## src/rtl/register_file_2r1w.sv

```systemverilog
`default_nettype none
// ============================================================================
// Module      : register_file_2r1w
// Description : Two-read / one-write register file with registered read ports,
//               write-first bypass, optional hard-wired zero entry and a
//               post-reset clear sequencer that zeroes every entry.
// Revision    : 1.0 - initial release
// ----------------------------------------------------------------------------
// Ports
//   clk        in   clock, all state updates on the rising edge
//   rst        in   synchronous active-high reset, restarts the clear sequence
//   rd_a_en    in   read port A request
//   rd_a_id    in   read port A index      [ADDR_WIDTH]
//   rd_a_data  out  read port A data, 1-cycle latency, held when not enabled
//   rd_b_en    in   read port B request
//   rd_b_id    in   read port B index      [ADDR_WIDTH]
//   rd_b_data  out  read port B data, 1-cycle latency, held when not enabled
//   wr_en      in   write request
//   wr_id      in   write index            [ADDR_WIDTH]
//   wr_data    in   write data             [DATA_WIDTH]
//   busy       out  high while the clear sequencer runs; requests ignored
// ============================================================================
module register_file_2r1w #(
    parameter int DATA_WIDTH = 16,
    parameter int ADDR_WIDTH = 4,
    parameter int ZERO_REG   = 1
) (
    input  logic                  clk,
    input  logic                  rst,
    input  logic                  rd_a_en,
    input  logic [ADDR_WIDTH-1:0] rd_a_id,
    output logic [DATA_WIDTH-1:0] rd_a_data,
    input  logic                  rd_b_en,
    input  logic [ADDR_WIDTH-1:0] rd_b_id,
    output logic [DATA_WIDTH-1:0] rd_b_data,
    input  logic                  wr_en,
    input  logic [ADDR_WIDTH-1:0] wr_id,
    input  logic [DATA_WIDTH-1:0] wr_data,
    output logic                  busy
);

    localparam int                    c_DEPTH    = 2 ** ADDR_WIDTH;
    localparam logic [ADDR_WIDTH-1:0] c_LAST_IDX = {ADDR_WIDTH{1'b1}};
    localparam logic                  c_ZERO_EN  = (ZERO_REG != 0);

    localparam logic [0:0] c_ST_CLEAR = 1'b0;
    localparam logic [0:0] c_ST_IDLE  = 1'b1;

    logic [0:0]            r_state;
    logic [0:0]            w_state_next;
    logic [ADDR_WIDTH-1:0] r_clr_idx;
    logic [DATA_WIDTH-1:0] r_mem [c_DEPTH];
    logic [DATA_WIDTH-1:0] r_rd_a_data;
    logic [DATA_WIDTH-1:0] r_rd_b_data;

    logic                  w_idle;
    logic                  w_wr_ok;
    logic                  w_zero_a;
    logic                  w_zero_b;
    logic [DATA_WIDTH-1:0] w_rd_a_val;
    logic [DATA_WIDTH-1:0] w_rd_b_val;

    // ------------------------------------------------------------------
    // Sequencer: CLEAR walks every index once, then IDLE until next reset
    // ------------------------------------------------------------------
    always_ff @(posedge clk) begin
        if (rst) begin
            r_state <= c_ST_CLEAR;
        end else begin
            r_state <= w_state_next;
        end
    end

    always_comb begin
        w_state_next = r_state;
        case (r_state)
            c_ST_CLEAR: begin
                if (r_clr_idx == c_LAST_IDX) begin
                    w_state_next = c_ST_IDLE;
                end
            end
            c_ST_IDLE: begin
                w_state_next = c_ST_IDLE;
            end
            default: begin
                w_state_next = c_ST_CLEAR;
            end
        endcase
    end

    // Wraps back to 0 on the final clear edge, ready for the next reset.
    always_ff @(posedge clk) begin
        if (rst) begin
            r_clr_idx <= '0;
        end else if (r_state == c_ST_CLEAR) begin
            r_clr_idx <= r_clr_idx + 1'b1;
        end
    end

    assign w_idle = (r_state == c_ST_IDLE);
    assign busy   = ~w_idle;

    // ------------------------------------------------------------------
    // Write path: entry 0 is read-only when the zero register is enabled,
    // and a write qualified away here is also excluded from the bypass.
    // ------------------------------------------------------------------
    assign w_wr_ok  = wr_en & w_idle & ~(c_ZERO_EN & (wr_id == '0));
    assign w_zero_a = c_ZERO_EN & (rd_a_id == '0);
    assign w_zero_b = c_ZERO_EN & (rd_b_id == '0);

    // The memory has no reset of its own; the clear sequencer zeroes it.
    // A write coinciding with reset is dropped.
    always_ff @(posedge clk) begin
        if (!rst) begin
            if (r_state == c_ST_CLEAR) begin
                r_mem[r_clr_idx] <= '0;
            end else if (w_wr_ok) begin
                r_mem[wr_id] <= wr_data;
            end
        end
    end

    // ------------------------------------------------------------------
    // Read path: write-first bypass, then zero-register override
    // ------------------------------------------------------------------
    always_comb begin
        w_rd_a_val = r_mem[rd_a_id];
        if (w_wr_ok && (wr_id == rd_a_id)) begin
            w_rd_a_val = wr_data;
        end
        if (w_zero_a) begin
            w_rd_a_val = '0;
        end
    end

    always_comb begin
        w_rd_b_val = r_mem[rd_b_id];
        if (w_wr_ok && (wr_id == rd_b_id)) begin
            w_rd_b_val = wr_data;
        end
        if (w_zero_b) begin
            w_rd_b_val = '0;
        end
    end

    // Outputs are zeroed by reset and left untouched during CLEAR, so they
    // read 0 for the whole busy window.
    always_ff @(posedge clk) begin
        if (rst) begin
            r_rd_a_data <= '0;
            r_rd_b_data <= '0;
        end else if (w_idle) begin
            if (rd_a_en) begin
                r_rd_a_data <= w_rd_a_val;
            end
            if (rd_b_en) begin
                r_rd_b_data <= w_rd_b_val;
            end
        end
    end

    assign rd_a_data = r_rd_a_data;
    assign rd_b_data = r_rd_b_data;

endmodule
`default_nettype wire

```

## config.mk

```make
export PLATFORM = sky130hd
export DESIGN_NAME = register_file_2r1w
export DESIGN_NICKNAME = d
export VERILOG_FILES = /design/src/rtl/register_file_2r1w.sv
export SDC_FILE = /design/constraint.sdc
export NUM_CORES = 1
export LEC_CHECK = 0
export ABC_AREA = 0
export BUFFER_PORTS_ARGS = -buffer_cell sky130_fd_sc_hd__buf_2
export CAP_MARGIN = 20
export CORE_UTILIZATION = 50
export CTS_BUF_LIST = sky130_fd_sc_hd__clkbuf_4 sky130_fd_sc_hd__clkbuf_8 sky130_fd_sc_hd__clkbuf_16
export DETAILED_ROUTE_END_ITERATION = 8
export HOLD_SLACK_MARGIN = 0.06
export PLACE_DENSITY_LB_ADDON = 0.05
export SLEW_MARGIN = 20
export SYNTH_ARGS = -nofsm -noshare
export SYNTH_HDL_FRONTEND = slang
export SYNTH_SLANG_ARGS = --single-unit
```

## constraint.sdc

```tcl
create_clock -name clk -period 2.87 [get_ports clk]
set_input_delay 0.1435 -clock clk [delete_from_list [all_inputs] [get_ports clk]]
set_output_delay 0.1435 -clock clk [all_outputs]
set_load 0.1 [all_outputs]
```

## Yosys cells after proc, flatten, opt, wreduce, memory -nomap -nowiden

Memory sizes are Yosys's and may differ from the RTL's.
Cells that the tools add are included.

| cells by class | value |
|---|---|
| $lt $le $gt $ge | 0 |
| reductions and logical operators | 8 |
| $add $sub $neg | 1 |
| $mul | 0 |
| multiplexer cells | 16 |
| equality and inequality tests | 3 |
| bitwise operators | 4 |
| shift operators | 0 |
| divide/modulo/power cells | 0 |

Operator list:

| kind | number |
|---|---|
| 2-to-1 mux 16 bit | 5 |
| OR reduction 16 bit | 1 |
| logical NOT 4 bit | 3 |
| 2-to-1 mux 1 bit | 9 |
| == test 4 bit | 2 |
| adder 4 x 1 -> 4 bit (second input constant) | 1 |
| == test 4 bit (second input constant) | 1 |
| 2-to-1 mux 4 bit | 1 |
| AND reduction 2 bit | 2 |
| AND 1 bit | 2 |
| logical AND 1 bit | 2 |
| NOT 1 bit | 2 |
| one-hot mux 1 bit (2 select lines) | 1 |

| word-level totals | value |
|---|---|
| memories kept | 1 |
| bits in latches | 0 |
| bits in registers | 37 |
| input port bits | 33 |
| bits in writable memories | 256 |
| bits in read-only memories | 0 |

Memories:

| memory | words | width | rd ports | clocked after memory_dff | wr ports | RTL line | text |
|---|---|---|---|---|---|---|---|
| r_mem | 16 | 16 | 2 | 0 | 1 | 52 | `logic [DATA_WIDTH-1:0] r_mem [c_DEPTH];` |

## Depth between registers and ports, before layout

Gate-level depths: netlist (run 1).

| depth | value |
|---|---|
| depth in word-level cells | 9 |
| gate-level depth with buffers | 9 |
| mapped depth without buffers | 5 |

## Worst setup path after synthesis (run 1)

Ideal clock, no wire load.

| path | value |
|---|---|
| kind | register to register |
| start | reg r_state |
| end | mem r_mem[15][0], enable pin |
| period minus slack after synthesis | 2,683 ps |
| slack | 187 ps |
| arrival time | 2,295 ps |
| path buffers | 1 |
| required time | 2,482 ps |
| setup time | 388 ps |
| cell stages (with the launch flop) | 7 |
| cells stage by stage | dfxtp_1 -> clkbuf_1 -> inv_1 -> nand2_1 -> a21oi_1 -> nand2b_1 -> nor2_1 |

| between the ends | value |
|---|---|
| word-level cells in the longest chain between the ends | 8 |
| elaborated cells on any way between the ends | 12 |
| classes of those cells | mux (9); bitwise (2); reduce/logical (1) |

Ends and longest elaborated chain:

| element | RTL line | text |
|---|---|---|
| from (decl) | 49 | `logic [0:0] r_state;` |
| from (signal assigned) | 68 | `r_state <= c_ST_CLEAR;` |
| from (signal assigned) | 70 | `r_state <= w_state_next;` |
| AND 1 bit (2 in a row) | 107 | `assign w_wr_ok = wr_en & w_idle & ~(c_ZERO_EN & (wr_id == '0));` |
| 2-to-1 mux 1 bit | 117 | `end else if (w_wr_ok) begin` |
| 2-to-1 mux 1 bit | 115 | `if (r_state == c_ST_CLEAR) begin` |
| 2-to-1 mux 1 bit | 114 | `if (!rst) begin` |
| 2-to-1 mux 1 bit (not written as such) | 118 | `r_mem[wr_id] <= wr_data;` |
| OR reduction 16 bit (no line) | -- |  |
| 2-to-1 mux 4 bit (no line) / 2-to-1 mux 1 bit (equally long branches) | -- |  |
| to (decl) | 52 |  |

Parallel ways exist; a longest one is shown, timed or not.

## Worst setup path in the final report (run 1)

| path | value |
|---|---|
| start | reg r_state |
| end | reg r_rd_a_data[3], in the netlist rd_a_data[3] |

| between the ends | value |
|---|---|
| word-level cells in the longest chain between the ends | 5 |
| elaborated cells on any way between the ends | 6 |
| classes of those cells | mux (2); bitwise (2); reduce/logical (2) |

Ends and longest elaborated chain:

| element | RTL line | text |
|---|---|---|
| AND 1 bit (2 in a row) | 107 |  |
| logical AND 1 bit | 128 | `if (w_wr_ok && (wr_id == rd_a_id)) begin` |
| 2-to-1 mux 16 bit | 128 |  |
| 2-to-1 mux 16 bit | 131 | `if (w_zero_a) begin` |
| to (signal assigned) | 154 | `r_rd_a_data <= w_rd_a_val;` |
| to (decl) | 53 | `logic [DATA_WIDTH-1:0] r_rd_a_data;` |

Parallel ways exist; a longest one is shown, timed or not.
A chain may end at the register's enable or synchronous reset.

==> flow_summary.json, run 1 <==
{
  "status": "completed",
  "routed_via_density": 6.60,
  "criticalPathCategory": "flop to flop",
  "cp.arrival_ns": 2.96,
  "initial_utilization_pct": 51.0,
  "rr_startpoint": "r_state",
  "reg2reg_depth": 5,
  "ys_ff_latch": 293,
  "drive_gt1_share_pct": 28.6,
  "worstSkewPairLatency_ns": 0.52,
  "grt_use_total_pct": 29.4,
  "worstPathRequired_ns": 3.24,
  "grt_util_met1_pct": 42.4,
  "post_cts_buffers": 0,
  "fp.coreArea_um2": 27000,
  "yosysSeqAreaShare_pct": 61.3,
  "drt-initial-drc-count": 1146,
  "synth_xor_area_share_pct": 0.700,
  "grt_max_degree": 46,
  "synth.top_cells.by_area": "edfxtp_1 56%, mux4_2 13%, dfxtp_1 5.4%",
  "cp.depth": 5,
  "fin_ws_ns": 0.287,
  "slowest_delay_ns": 0.60,
  "r2r_end": "rd_a_data[3]",
  "path_delay_family": "simple AND/OR/NAND/NOR gates",
  "antenna_found_initial": 1,
  "setup_violations": 0,
  "finClkSkew_ns": 0.0170,
  "worstMarginPinSlew_ns": 0.811,
  "clkTransAtPathRegs_ns": 0.06,
  "netlist_instances": 919,
  "synth-simple-area-share_pct": 7.37,
  "synth_flop_cell": "edfxtp_1",
  "wirelength_um": 40600,
  "placementRows": 60,
  "h-tree-depth": 2,
  "drc": 0,
  "syn_nets": 953,
  "min_from": "rd_b_en",
  "area_growth_pct": 16.3,
  "worstPathCellList": "nand2_1 -> or4_4 -> or2_1 -> o21ai_0 -> a221oi_1",
  "fp.dieH_um": 168,
  "p_leak_nw": 5.74,
  "grt_pass1_vias": 9222,
  "ff2ff_setup_slack_ns": 0.29,
  "grt_overflow": 0,
  "fin_nets": 1062,
  "hp-class": "input pin to flop",
  "async_flop_share_pct": 0,
  "cp_num_buf_inv": 0,
  "clock_sink_count": 293,
  "met3_usage_pct": 6.96,
  "grt_first_pass_wirelength_um": 60100,
  "timing.final.max_slew_violations": 0,
  "finish.utilization_pct": 59.3,
  "synth_cell_types": 49,
  "synth-edff-count": 256,
  "fin_tns_setup_ns": 0,
  "vias": 9204,
  "worstSetupEndpointType": "flop",
  "post_dp_cell_area_um2": 14700,
  "cts_buffers": 34,
  "clockBufferDepth": 3,
  "rsz0062_at_grt": "no",
  "endpoint": "rd_a_data[3]",
  "synth_area_per_cell_um2": 15.0,
  "synth-compound-area-share_pct": 7.65,
  "ir_drop_mv": 0.422,
  "critPathMaxFanout": 16,
  "yosysWarningCount": 0,
  "die_area_um2": 28200,
  "gp_congestion": 0.904,
  "synthMuxAreaShare_pct": 20.2,
  "place_ws_ns": 0.365,
  "post_cts_resized": 0,
  "slowest_stage": "dfxtp_1",
  "dp_hpwl_um": 27600,
  "worstSetupStartpointType": "flop",
  "yosys.area.top_type": "edfxtp_1",
  "fin_area_um2": 16000,
  "relSlewSlack_pct": 45.8,
  "period_share_pct": 90.0,
  "p_per_area_nw_per_um2": 609,
  "startpoint": "r_state",
  "cts_tree": "yes",
  "first_pass_iters": 5,
  "cts-root-buf": "clkbuf_16",
  "synth_top_family_by_area": "multiplexers",
  "diodes": 0,
  "gr-usage-met2_pct": 44.6,
  "die_x_um": 168,
  "top_usage_layer": "met2",
  "syn_area_um2": 13800,
  "yosysTopAreaCellShare_pct": 55.9,
  "period_needed_ns": 2.58,
  "io_pins": 66,
  "max_freq_ghz": 0.387,
  "cap_violations": 0,
  "ant_nets": 0,
  "port_buffers": 65,
  "synthAdderAreaFrac_pct": 0.0910,
  "hold_viol": 0,
  "num-fill-cells": 2045,
  "routedWlPerCell_um": 29.1
}
[power breakdown]
group          total [mW]  internal (mW)  switching [mW]  leakage (nW)
Sequential           4.65           4.62          0.0300          2.92
Clock                4.39           2.69            1.69         0.567
Combinational       0.699          0.289           0.410          2.25
[synth_stat cells (all sizes together), types with 6 or more instances]
master and n:
o22ai 47, a221oi 30, buf 39, mux2i 66
clkbuf 33, a21oi 20, xor2 6, mux4 81
and4 16, nor2 56, nor3 7, mux2 26
dfxtp 37, nand3 20, nor2b 9, edfxtp 256
nand2 58, o21ai 59, and2 17
[state kept, by name, summed over array words and instances, names as in the netlist]
| register | cells |
|---|---|
| rd_a_data | 16 |
| r_mem | 256 |
| r_clr_idx | 4 |
| rd_b_data | 16 |
| r_state | 1 |
[worst min path at each step]
stage / to / depth (start not counted)
3_3_place_gp: rd_b_data[13] / 2
6_report: rd_b_data[15] / 4
5_1_grt: rd_b_data[15] / 4
2_1_floorplan: rd_b_data[0] / 2
3_5_place_dp: rd_b_data[8] / 2
4_1_cts: rd_b_data[13] / 4
[cells by family (layout without fill, tap and decap cells)]
family / after synthesis / after routing
buf+inv: 74 / 208
fa+ha+maj: 1 / 1
xor+xnor: 11 / 11
compound gates: 167 / 167
mux: 173 / 173
flops: 293 / 293
simple gates: 200 / 200
[per-layer routing]
| layer | vias to the layer above | share of wire, % | routed length, um |
|---|---|---|---|
| li1 | 3911 | - | - |
| met1 | 4677 | 42 | 16900 |
| met2 | 522 | 46 | 18500 |
| met3 | 94 | 10 | 4090 |
| met4 | 0 | 2.7 | 1110 |
| met5 | - | 0 | 0 |
[layout by cell type (no fill, tap or decap), types with 26 or more instances in the layout]
master / instances
edfxtp_1: 256
mux4_2: 81
mux2i_1: 66
buf_4: 63
buf_2: 62
nand2_1: 58
nor2_1: 54
o22ai_1: 47
o21ai_0: 38
clkbuf_16: 37
dfxtp_1: 37
a221oi_1: 30
mux2_2: 26
[per-stage QoR]
step | power, mW | instances | hold slack, ns
CTS | 9.77 | 1394 | 0.0697
global route | 9.98 | 1394 | 0.135
floorplan | 5.15 | 919 | 0.340
detailed placement | 5.41 | 1317 | 0.439
finish | 9.74 | 1394 | 0.0821
global placement | 5.40 | 1317 | 0.433
[cell type report]
cell class              count  area (um2)  area share [%]
repair buffers            145        1020            6.40
clock inverters            17         161            1.01
inverters                   2        7.51          0.0469
clock buffers              44         985            6.16
flip-flops and latches    293        8430            52.7
well taps                 341         427            2.67
multi-input cells         552        4960            31.0
[tightest hold or removal path, cell delays in order]
cell     delay [ns]
buf_2          0.09
a21oi_1        0.16
nand2_1        0.10
o21ai_0        0.06
[timing repair]
| item | CTS | global route |
|---|---|---|
| endpoints found under the setup margin | 0 | 0 |
| hold buffers | 16 | 0 |
| hold endpoints to repair | 28 | 0 |
Power figures use the tool's default switching activity.
==> inputs of run 2 (changes only) <==
--- a/config.mk
+++ b/config.mk
@@ -12,7 +12,7 @@
 export CTS_BUF_LIST = sky130_fd_sc_hd__clkbuf_4 sky130_fd_sc_hd__clkbuf_8 sky130_fd_sc_hd__clkbuf_16
 export DETAILED_ROUTE_END_ITERATION = 8
 export HOLD_SLACK_MARGIN = 0.06
-export PLACE_DENSITY_LB_ADDON = 0.05
+export PLACE_DENSITY = 0.76
 export SLEW_MARGIN = 20
 export SYNTH_ARGS = -nofsm -noshare
 export SYNTH_HDL_FRONTEND = slang
==> flow_summary.json, run 2 (synthesized netlist as in run 1, its figures left out) <==
{
  "fp.coreArea_um2": 27000,
  "die_area_um2": 28200,
  "timing.final.max_slew_violations": 0,
  "antenna_found_initial": 0,
  "fin_nets": 1050,
  "period_share_pct": 89.2,
  "cap_violations": 0,
  "worstSetupEndpointType": "flop",
  "rsz0062_at_grt": "no",
  "max_freq_ghz": 0.391,
  "swShare_pct": 22.6,
  "p_comb_share_pct": 7.5,
  "setup_violations": 0,
  "startpoint": "r_state",
  "clkTransAtPathRegs_ns": 0.06,
  "clockBufferDepth": 3,
  "io_pins": 66,
  "hp-class": "input pin to flop",
  "largest_reg_flops": 256,
  "vias": 9452,
  "top_register": "r_mem",
  "initial_utilization_pct": 51.0,
  "p_per_area_nw_per_um2": 584,
  "dp_hpwl_um": 25900,
  "die_x_um": 168,
  "cp.arrival_ns": 2.80,
  "ant_nets": 0,
  "whs_ns": 0.0871,
  "cts_tree": "yes",
  "grt_pass1_vias": 9396,
  "drt-initial-drc-count": 1462,
  "grt_overflow": 0,
  "gp_congestion": 0.940,
  "grt_max_degree": 51,
  "layout_common_cells": "256 x edfxtp_1, 81 x mux4_2, 66 x mux2i_1, 62 x buf_2, 58 x nand2_1",
  "fin_tns_setup_ns": 0,
  "critPathMaxFanout": 24,
  "power.switching_mw": 2.09,
  "port_buffers": 65,
  "min_from": "rst",
  "num-fill-cells": 2010,
  "placementRows": 60,
  "p_clk_share_pct": 42.2,
  "first_pass_iters": 5,
  "ff2ff_setup_slack_ns": 0.31,
  "internal_power_mw": 7.14,
  "drc": 0,
  "diodes": 0,
  "clock_sink_count": 293,
  "area_growth_pct": 14.9,
  "status": "completed",
  "finClkSkew_ns": 0.0257,
  "wirelength_um": 39400,
  "relSlewSlack_pct": 37.8,
  "cts-root-buf": "clkbuf_16",
  "h-tree-depth": 1,
  "rr_startpoint": "r_state",
  "routedWlPerCell_um": 28.5,
  "grt_use_total_pct": 28.3,
  "worstPathRequired_ns": 3.11,
  "grt_first_pass_wirelength_um": 58500,
  "drive_gt1_share_pct": 29.5,
  "worstSetupStartpointType": "flop",
  "period_needed_ns": 2.56,
  "pwr-share-seq_pct": 50.3,
  "routed_via_density": 6.85,
  "post_cts_resized": 0,
  "fp.dieH_um": 168,
  "hold_depth": 2,
  "hold_viol": 0,
  "reg2reg_depth": 7,
  "criticalPathCategory": "flop to flop",
  "mostFrequentLayoutCell": "edfxtp_1",
  "ir_drop_mv": 0.519,
  "cts_buffers": 30,
  "p_leak_nw": 5.62,
  "worstSkewPairLatency_ns": 0.59,
  "worstMarginPinSlew_ns": 0.933
}
-- run 2: cell types whose count changed in the layout (fill, tap and decap cells not counted), moves of 3 or more --
cell / delta
clkinv_1: -3
clkbuf_16: -7
clkbuf_4: +4
buf_4: -7
nor2_1: -16
nor2_2: +16
-- run 2: cell type report --
| class | instances | area (um2) | share of cell area (%) |
|---|---|---|---|
| clock buffers | 41 | 840 | 5.31 |
| clock inverters | 14 | 148 | 0.934 |
| inverters | 2 | 7.51 | 0.0475 |
| multi-input cells | 552 | 5000 | 31.7 |
| flip-flops and latches | 293 | 8430 | 53.3 |
| well taps | 341 | 427 | 2.70 |
| repair buffers | 137 | 951 | 6.02 |
-- run 2: worst max-delay path, stage by stage (launching register included) --
cell	delay, ns
dfxtp_1	0.57
nand2_1	0.23
nor3_2	0.20
buf_4	0.30
mux2i_1	0.30
nand2_1	0.19
nor2_2	0.14
buf_4	0.31
-- run 2: metal layers --
layer | GRT usage, % | wire (um) | up-vias
met4 | 9.85 | 1360 | 0
li1 | - | - | 3886
met1 | 38.9 | 14700 | 4748
met2 | 45.0 | 18300 | 715
met3 | 5.78 | 4980 | 103
met5 | 0 | 0 | -
-- run 2: path summary, 6_finish.rpt --
kind,end
min,r_clr_idx[2]
min reg2reg,rd_b_data[8]
max,r_mem[8][0]
max reg2reg,r_mem[8][0]
-- run 2: repair_timing --
item,CTS,global route
hold buffers,16,0
endpoints found under the hold margin,32,0
setup buffers,0,0
endpoints found under the setup margin,0,0
-- run 2: through the flow --
step           instance area [um2]  setup WS [ns]  util, %  cells  power [mW]
2_1_floorplan                13800          0.187        -    919        5.15
3_3_place_gp                 14700          0.502     54.4   1309        5.38
3_5_place_dp                 14700          0.388     54.4   1309        5.39
4_1_cts                      15800          0.361     58.6   1380        9.23
5_1_grt                      15800          0.192     58.6   1380        9.45
6_report                     15800          0.311     58.6   1380        9.23
-- run 2: power by group through the flow --
stage	Sequential, mW	Clock [mW]	Combinational, mW
CTS	4.64	3.91	0.674
detailed placement	4.74	0	0.654
floorplan	4.73	0	0.428
global route	4.65	4.09	0.715
global placement	4.73	0	0.644
finish	4.65	3.90	0.688
==> inputs of run 3 (changes only) <==
--- a/config.mk
+++ b/config.mk
@@ -8,11 +8,13 @@
 export ABC_AREA = 0
 export BUFFER_PORTS_ARGS = -buffer_cell sky130_fd_sc_hd__buf_2
 export CAP_MARGIN = 20
-export CORE_UTILIZATION = 50
+export CELL_PAD_IN_SITES_DETAIL_PLACEMENT = 1
+export CELL_PAD_IN_SITES_GLOBAL_PLACEMENT = 2
+export CORE_UTILIZATION = 45
 export CTS_BUF_LIST = sky130_fd_sc_hd__clkbuf_4 sky130_fd_sc_hd__clkbuf_8 sky130_fd_sc_hd__clkbuf_16
 export DETAILED_ROUTE_END_ITERATION = 8
 export HOLD_SLACK_MARGIN = 0.06
-export PLACE_DENSITY = 0.76
+export PLACE_DENSITY = 0.88
 export SLEW_MARGIN = 20
 export SYNTH_ARGS = -nofsm -noshare
 export SYNTH_HDL_FRONTEND = slang
==> flow_summary.json, run 3 (synthesized netlist as in run 1, its figures left out) <==
{
  "status": "completed",
  "worstMarginPinSlew_ns": 0.877,
  "cp_num_buf_inv": 2,
  "routed_via_density": 6.61,
  "layout_common_cells": "256 x edfxtp_1, 81 x mux4_2, 66 x mux2i_1, 62 x buf_2, 58 x nand2_1",
  "period_share_pct": 81.9,
  "worstSetupStartpointType": "flop",
  "p_clk_share_pct": 44.7,
  "clockBufferDepth": 3,
  "worstPathRequired_ns": 3.11,
  "top_register": "r_mem",
  "gp_congestion": 0.830,
  "area_growth_pct": 17.1,
  "cts-root-buf": "clkbuf_16",
  "grt_use_total_pct": 28.7,
  "finClkSkew_ns": 0.0172,
  "h-tree-depth": 2,
  "fin_nets": 1056,
  "cts_buffers": 34,
  "cp.arrival_ns": 2.59,
  "post_dp_cell_area_um2": 14800,
  "grt_pass1_vias": 9704,
  "io_pins": 66,
  "grt_overflow": 0,
  "first_pass_iters": 5,
  "rsz0062_at_grt": "no",
  "slowest_stage": "a31oi_1",
  "r2r_end": "r_mem[2][6]",
  "initial_utilization_pct": 46.0,
  "swShare_pct": 23.0,
  "hold_depth": 2,
  "clkTransAtPathRegs_ns": 0.06,
  "ir_drop_mv": 0.414,
  "internal_power_mw": 7.45,
  "placementRows": 63,
  "rr_startpoint": "r_state",
  "drt-initial-drc-count": 1144,
  "relSlewSlack_pct": 41.3,
  "fin_tns_setup_ns": 0,
  "path_delay_family": "compound AO/OA/AOI/OAI gates",
  "p_total_mw": 9.68,
  "hold_viol": 0,
  "antenna_found_initial": 0,
  "largest_reg_flops": 256,
  "worstPathCellList": "nand2_1 -> nor3_2 -> buf_4 -> nor3b_1 -> a31oi_1 -> nor2_2 -> buf_4",
  "ff2ff_setup_slack_ns": 0.52,
  "p_leak_nw": 5.69,
  "cts_tree": "yes",
  "crit_path_frequent_cell": "buf_4",
  "p_per_area_nw_per_um2": 601,
  "die_area_um2": 31300,
  "postCtsHoldBufs": 16,
  "hp-class": "input pin to flop",
  "fp.coreArea_um2": 29900,
  "mostFrequentLayoutCell": "edfxtp_1",
  "cap_violations": 0,
  "worstSetupEndpointType": "flop",
  "post_cts_buffers": 0,
  "clock_sink_count": 293,
  "setup_violations": 0,
  "port_buffers": 65,
  "worstSkewPairLatency_ns": 0.52,
  "dp_hpwl_um": 26500,
  "diodes": 0,
  "num-fill-cells": 2856,
  "timing.final.max_slew_violations": 0,
  "fin_area_um2": 16100,
  "period_needed_ns": 2.35,
  "ant_nets": 0,
  "min_from": "rst",
  "post_cts_resized": 0,
  "critPathMaxFanout": 16,
  "reg2reg_depth": 7,
  "power.switching_mw": 2.23,
  "criticalPathCategory": "flop to flop",
  "whs_endpoint": "rd_a_data[5]",
  "vias": 9509,
  "drc": 0,
  "grt_first_pass_wirelength_um": 63900,
  "p_comb_share_pct": 7.2,
  "wirelength_um": 43900,
  "routedWlPerCell_um": 30.5,
  "max_freq_ghz": 0.425,
  "grt_max_degree": 85,
  "fp.dieH_um": 177,
  "pwr-share-seq_pct": 48.0,
  "slowest_delay_ns": 0.60,
  "drive_gt1_share_pct": 30.0,
  "die_x_um": 177
}
-- run 3: cell count changes in the layout (fill, tap and decap cells not counted), sizes merged --
cell / delta
clkinvlp: +7
clkbuf: -4
buf: +2
clkinv: +2
bufinv: +1
inv: +1
-- run 3: worst max path at each step --
stage | startpoint | to | slack, ns | depth (start not counted)
3_5_place_dp | wr_id[0] | r_mem[0][12] | 0.37 | 7
4_1_cts | r_state | r_mem[0][15] | 0.38 | 4
5_1_grt | r_state | r_mem[2][0] | 0.43 | 7
6_report | r_state | r_mem[2][6] | 0.52 | 7
2_1_floorplan | r_state | r_mem[15][0] | 0.19 | 6
3_3_place_gp | rd_b_id[1] | rd_b_data[12] | 0.44 | 6
-- run 3: power groups by stage --
stage / logic [mW] / registers, mW / clock network (mW)
floorplan: 0.428 / 4.73 / 0
global placement: 0.655 / 4.73 / 0
detailed placement: 0.665 / 4.74 / 0
CTS: 0.691 / 4.65 / 4.37
global route: 0.732 / 4.65 / 4.51
finish: 0.701 / 4.65 / 4.33
-- run 3: final cells by class --
cell class,instances,area [um2],share of cell area [%]
timing repair buffer,139,1040,6.46
tap,390,488,3.03
sequential,293,8430,52.3
inverter,2,7.51,0.0466
multi-input combinational,552,5010,31.1
clock inverter,25,235,1.46
clock buffer,37,891,5.53
-- run 3: metrics by stage --
| step | std cells | setup slack (ns) | util (%) | hold WS, ns |
|---|---|---|---|---|
| detailed placement | 1360 | 0.369 | 49.6 | 0.446 |
| floorplan | 919 | 0.187 | - | 0.340 |
| finish | 1438 | 0.520 | 53.9 | 0.136 |
| global placement | 1360 | 0.443 | 49.6 | 0.433 |
| CTS | 1438 | 0.380 | 53.9 | 0.106 |
| global route | 1438 | 0.429 | 53.9 | 0.118 |
-- run 3: layer usage --
metal | global-route usage, % | share of wire, % | up-vias | wire length [um]
li1 | - | - | 3898 | -
met1 | 39.2 | 40 | 4955 | 17700
met2 | 43.9 | 46 | 547 | 20000
met3 | 7.20 | 11 | 109 | 4620
met4 | 12.0 | 3.6 | 0 | 1580
met5 | 0 | 0 | - | 0
